<file path="src/rtl/mpt2042_spi_slave.sv">
// SPI mode-3 slave bridging byte frames onto a simple register bus.
// First byte is the command (R/W + start address); following bytes are data.
module mpt2042_spi_slave #(
    parameter int unsigned ADDR_INC = 1,
    parameter int unsigned SYNC_STG = 2
) (
    input  logic       sys_clk,
    input  logic       sys_rst,
    input  logic       spi_clk,
    input  logic       spi_ssn,
    input  logic       spi_si,
    output logic       spi_so,
    output logic       spi_so_oe,
    output logic       reg_wr_vld,
    output logic [6:0] reg_addr,
    output logic [7:0] reg_wdat,
    output logic       reg_rd_req,
    input  logic [7:0] reg_rdat,
    output logic       frame_done,
    output logic       frame_err,
    output logic [7:0] byte_cnt
);

    localparam int unsigned AW = 7;
    localparam int unsigned DW = 8;
    localparam int unsigned SW = 3;

    typedef enum logic [1:0] {IDLE, CMD, WDATA, RDATA} state_t;

    state_t              state;
    logic [SYNC_STG-1:0] clk_sync;
    logic [SYNC_STG-1:0] ssn_sync;
    logic [SYNC_STG-1:0] si_sync;
    logic                clk_d;
    logic                ssn_d;
    logic [SW-1:0]       settle_cnt;
    logic                ready;
    logic [SW-1:0]       bit_cnt;
    logic [DW-1:0]       rx_sr;
    logic [DW-1:0]       tx_sr;
    logic [AW-1:0]       addr;
    logic                rd_pend;

    logic          clk_s_c;
    logic          ssn_s_c;
    logic          si_s_c;
    logic          clk_rise_c;
    logic          clk_fall_c;
    logic          ssn_rise_c;
    logic          ssn_fall_c;
    logic [DW-1:0] rx_byte_c;
    logic [AW-1:0] addr_nxt_c;

    // Input synchronizers plus one delayed copy for edge detection.
    always_ff @(posedge sys_clk or posedge sys_rst) begin
        if (sys_rst) begin
            clk_sync   <= '1;
            ssn_sync   <= '1;
            si_sync    <= '0;
            clk_d      <= 1'b1;
            ssn_d      <= 1'b1;
            settle_cnt <= '0;
            ready      <= 1'b0;
        end else begin
            clk_sync <= {clk_sync[SYNC_STG-2:0], spi_clk};
            ssn_sync <= {ssn_sync[SYNC_STG-2:0], spi_ssn};
            si_sync  <= {si_sync[SYNC_STG-2:0], spi_si};
            clk_d    <= clk_sync[SYNC_STG-1];
            ssn_d    <= ssn_sync[SYNC_STG-1];
            // Edges are masked until the chain holds only real pin samples,
            // so a select held low across reset is not mistaken for a fall.
            if (!ready) begin
                settle_cnt <= settle_cnt + SW'(1);
                ready      <= (settle_cnt == SW'(SYNC_STG));
            end
        end
    end

    always_comb begin
        clk_s_c    = clk_sync[SYNC_STG-1];
        ssn_s_c    = ssn_sync[SYNC_STG-1];
        si_s_c     = si_sync[SYNC_STG-1];
        clk_rise_c = ready &  clk_s_c & ~clk_d;
        clk_fall_c = ready & ~clk_s_c &  clk_d;
        ssn_rise_c = ready &  ssn_s_c & ~ssn_d;
        ssn_fall_c = ready & ~ssn_s_c &  ssn_d;
        rx_byte_c  = {rx_sr[DW-2:0], si_s_c};
        addr_nxt_c = (ADDR_INC != 0) ? addr + AW'(1) : addr;
    end

    // Frame FSM, shift registers and register-bus strobes.
    always_ff @(posedge sys_clk or posedge sys_rst) begin
        if (sys_rst) begin
            state      <= IDLE;
            bit_cnt    <= '0;
            rx_sr      <= '0;
            tx_sr      <= '0;
            addr       <= '0;
            rd_pend    <= 1'b0;
            spi_so     <= 1'b0;
            spi_so_oe  <= 1'b0;
            reg_wr_vld <= 1'b0;
            reg_addr   <= '0;
            reg_wdat   <= '0;
            reg_rd_req <= 1'b0;
            frame_done <= 1'b0;
            frame_err  <= 1'b0;
            byte_cnt   <= '0;
        end else begin
            reg_wr_vld <= 1'b0;
            reg_rd_req <= 1'b0;
            frame_done <= 1'b0;
            frame_err  <= 1'b0;
            rd_pend    <= reg_rd_req;
            spi_so_oe  <= ~ssn_s_c;
            spi_so     <= (state == RDATA && !ssn_s_c) ? tx_sr[DW-1] : 1'b0;
            if (rd_pend) begin
                tx_sr <= reg_rdat;
            end

            case (state)
                IDLE: begin
                    if (ssn_fall_c) begin
                        state    <= CMD;
                        bit_cnt  <= '0;
                        rx_sr    <= '0;
                        byte_cnt <= '0;
                    end
                end
                default: begin
                    if (ssn_rise_c) begin
                        frame_done <= (bit_cnt == '0);
                        frame_err  <= (bit_cnt != '0);
                        bit_cnt    <= '0;
                        state      <= IDLE;
                    end else begin
                        // MSB is already on the pin at the first falling edge of a byte.
                        if (clk_fall_c && state == RDATA && bit_cnt != '0) begin
                            tx_sr <= {tx_sr[DW-2:0], 1'b0};
                        end
                        if (clk_rise_c) begin
                            rx_sr   <= rx_byte_c;
                            bit_cnt <= bit_cnt + SW'(1);
                            if (bit_cnt == SW'(7)) begin
                                if (byte_cnt != 8'hFF) begin
                                    byte_cnt <= byte_cnt + 8'd1;
                                end
                                case (state)
                                    CMD: begin
                                        addr <= rx_byte_c[AW-1:0];
                                        if (rx_byte_c[DW-1]) begin
                                            state      <= RDATA;
                                            reg_rd_req <= 1'b1;
                                            reg_addr   <= rx_byte_c[AW-1:0];
                                        end else begin
                                            state <= WDATA;
                                        end
                                    end
                                    WDATA: begin
                                        reg_wr_vld <= 1'b1;
                                        reg_addr   <= addr;
                                        reg_wdat   <= rx_byte_c;
                                        addr       <= addr_nxt_c;
                                    end
                                    default: begin
                                        addr       <= addr_nxt_c;
                                        reg_rd_req <= 1'b1;
                                        reg_addr   <= addr_nxt_c;
                                    end
                                endcase
                            end
                        end
                    end
                end
            endcase
        end
    end

endmodule

</file>
<file path="config.mk">
export PLATFORM = sky130hd
export DESIGN_NAME = mpt2042_spi_slave
export DESIGN_NICKNAME = d
export VERILOG_FILES = /design/src/rtl/mpt2042_spi_slave.sv
export SDC_FILE = /design/constraint.sdc
export NUM_CORES = 1
export LEC_CHECK = 0
export BUFFER_PORTS_ARGS = -buffer_cell sky130_fd_sc_hd__buf_4
export CAP_MARGIN = 40
export CORE_MARGIN = 5
export CORE_UTILIZATION = 60
export DETAILED_ROUTE_END_ITERATION = 10
export PLACE_DENSITY_LB_ADDON = 0.05
export REMOVE_ABC_BUFFERS = 1
export SETUP_SLACK_MARGIN = 0.5
export SYNTH_ARGS = -nofsm -noshare
export SYNTH_HDL_FRONTEND = slang
export SYNTH_SLANG_ARGS = --single-unit
</file>
<file path="constraint.sdc">
create_clock -name sys_clk -period 3.86 [get_ports sys_clk]
set_clock_uncertainty 0.2 [all_clocks]
set_input_delay 0.772 -clock sys_clk [delete_from_list [all_inputs] [get_ports sys_clk]]
set_output_delay 0.772 -clock sys_clk [all_outputs]
set_load 0.005 [all_outputs]
</file>
==> metrics.csv <==
stage;metric;value;unit
finish;post-route insts no fill;426;
drt;drt wl/cell;15.4;um
drt;Post-Route WL;6550;um
floorplan;initial core utilization;61.3;%
timing;RSZ-0062 raised after global routing;false;
drt;# DRC;0;
clock_tree;Post-CTS Repair Setup Buffers;0;
global_routing;antenna violations before repair;0;
logic_synthesis;asr flop ratio synth;100;%
logic_synthesis;Synth Area per Inst;10.8;um2
hold_path;worst hold path class;reg2reg;
floorplan;Cell Rows;27;
placement;GP Congestion;0.855;
logic_synthesis;post-synthesis sequential area ratio;52.0;%
worst_setup_path;worst flop-to-flop path startpoint;state[1];
clock_tree;post-CTS sizing;0;
placement;port bufs;41;
clock_tree;Root Driver;clkbuf_8;
worst_setup_path;crit path DAT;2670;ps
global_routing;grt total ovfl;0;
worst_setup_path;crit path kind;reg2reg;
power;sequential share of power;43.0;%
timing;Final Setup Violations;0;
power;Cell Pwr Density;489;nW/um2
logic_synthesis;post-synth cell types;53;
timing;final hold vios;0;
floorplan;width of the die;84.5;um
worst_setup_path;worst-path maximum fanout;28;
global_routing;first-pass GRT wire length;11400;um
power;Net Sw Frac;28.9;%
worst_setup_path;Startpoint Class;register;
hold_path;HP Start;si_sync[0];
timing;Fmax achieved;0.378;GHz
finish;most frequent cells in the layout;dfrtp_1, buf_4, o21ai_0;
finish;Util after Layout;72.3;%
timing;Hold Slack;154;ps
power;P_int;1370;uW
timing;Final Max Tran Viols;0;
finish;Filler cells;403;
logic_synthesis;Synth top area share;47.3;%
power;VDD IR max;0.282;mV
power;leakage power;0.00188;uW
finish;share of layout cells above drive strength 1;24.0;%
drt;Detail Route Antenna Nets;0;
timing;relative slew slack;44.1;%
floorplan;Die Y;84.5;um
clock_tree;Post-CTS Hold Buffers;0;
finish;commonest non-fill, non-tap cell in the layout;dfrtp_1;
worst_setup_path;Req. time, crit path;3880;ps
drt;first-pass iteration count of the detailed router;6;
hold_path;Hold Path End;si_sync[1];
clock_tree;CTS H-tree depth;3;
timing;Worst Tran Pin Value;839;ps
placement;dpl hpwl;4650;um
drt;vias per inst;5.72;
power;clock share of power;37.4;%
worst_setup_path;r2r setup slk;1220;ps
finish;diodes inserted;0;
finish;nets@finish;374;
clock_tree;CTS tree;yes;
logic_synthesis;Seq cells post-synth;69;
hold_path;Min-Delay Path Depth;0;
clock_tree;CTS Buffer Depth;2;
power;combinational share of power;19.6;%
global_routing;number of global-route vias before repair;2398;
power;Net Switching;556;uW
worst_setup_path;Setup crit end kind;register;
logic_synthesis;leading area contributor after synthesis;dfrtp_1;
global_routing;GRT Overall Usage;19.7;%
worst_setup_path;Crit Reg-Reg Endpoint;reg_addr[5];
logic_synthesis;Main synth FF type;dfrtp_1;
clock_tree;CTS buffer count;9;
clock_tree;clock sink total;69;
finish;area delta synth->final;18.0;%
logic_synthesis;Yosys warning count;0;
global_routing;largest net degree at the start of global routing;36;
drt;vias after detailed routing;2438;
worst_setup_path;cells on worst reg2reg path;6;
drt;initial drt markers;169;
floorplan;Core ar.;5440;um2
clock_tree;Clk pin slew, worst setup/hold paths;80;ps
timing;crit share post-route;68.5;%
run;max cap viols;0;
logic_synthesis;EDFF count, synth;0;
timing;Post-Route Setup TNS;0;ps
logic_synthesis;Syn Std Cell Area;3330;um2
floorplan;io pins;42;
outcome;status;completed;
logic_synthesis;synth top area cells;dfrtp_1, o21ai_0, dfstp_2;
floorplan;Die ar.;7150;um2
clock_tree;Worst-Skew Late Latency;340;ps
placement;Inst Count DP;410;
logic_synthesis;cells after synthesis;310;
timing;post-layout min period;2640;ps
flip-flops by register name (all words and copies together) (netlist names), 2 cells and up:
register    count
rx_sr           7
ssn_sync        2
clk_sync        2
bit_cnt         3
state           2
reg_wdat        8
settle_cnt      3
reg_addr        7
byte_cnt        8
addr            7
tx_sr           8
si_sync         2
power by group through the flow:
stage / clock network (uW) / registers (uW) / logic [uW]
floorplan: 0 / 823 / 290
global placement: 0 / 839 / 369
detailed placement: 0 / 840 / 377
CTS: 729 / 826 / 379
global route: 769 / 835 / 433
finish: 719 / 827 / 377
critical path: stages, from the launching register on:
cell and delay, ps:
dfrtp_1 410, inv_1 110, ha_1 720, inv_1 130
o21ai_0 560, a211oi_1 130, a32o_1 290
per-stage QoR:
stage	setup slack, ps	power, uW	cell area [um2]
finish	1220	1920	3930
detailed placement	1230	1220	3690
global placement	1370	1210	3690
floorplan	1160	1110	3270
global route	1020	2040	3930
CTS	1240	1930	3930
kinds of logic after synthesis:
group	synth area share, %
xor gates and xnor gates	0.526
DFF	52.0
buffers and inverters	3.49
adders and majority gates	4.50
AOI/OAI and AO/OA	16.1
muxes	8.03
and+or+nand+nor	15.4
worst max-delay path by stage:
| stage | startpoint | end | slack (ps) | cells past startpoint |
|---|---|---|---|---|
| floorplan | sys_rst | addr[0] | 1160 | 1 |
| global placement | state[1] | reg_addr[0] | 1370 | 6 |
| detailed placement | state[1] | reg_addr[0] | 1230 | 6 |
| CTS | state[1] | reg_addr[0] | 1240 | 6 |
| global route | state[1] | reg_addr[5] | 1020 | 6 |
| finish | state[1] | reg_addr[5] | 1220 | 6 |
per-layer routing:
metal,up-vias,wire length [um],track usage (%)
li1,1200,-,-
met5,-,0,0
met4,0,106,8.92
met1,1166,3100,27.3
met3,10,319,4.32
met2,62,3030,29.8
synthesized netlist by cell type, drive strengths merged, types with 2 or more instances:
master,count
a22o,3
or3,2
nand3b,3
nor4,2
and3,13
mux2i,11
nand2,24
nand3,8
dfstp,6
nor3,7
o22ai,2
o22a,3
nand2b,3
buf,5
clkbuf,10
a211o,2
a211oi,2
inv,15
and3b,2
dfrtp,63
o21ai,32
nand4,4
nor2b,5
xnor2,2
a21o,5
a32o,3
o31ai,2
nor2,13
nor3b,3
o2bb2ai,2
a22oi,5
a21oi,9
mux2,14
ha,12
final cells by class:
cell class / instances / area (um2) / area share [%]
multi-input cells: 211 / 1480 / 37.7
repair buffers: 43 / 323 / 8.21
clock inverters: 5 / 106 / 2.70
clock buffers: 11 / 141 / 3.59
well taps: 72 / 90.1 / 2.29
flip-flops and latches: 69 / 1730 / 44.1
inverters: 15 / 56.3 / 1.43
(Power assumes the default switching activity.)
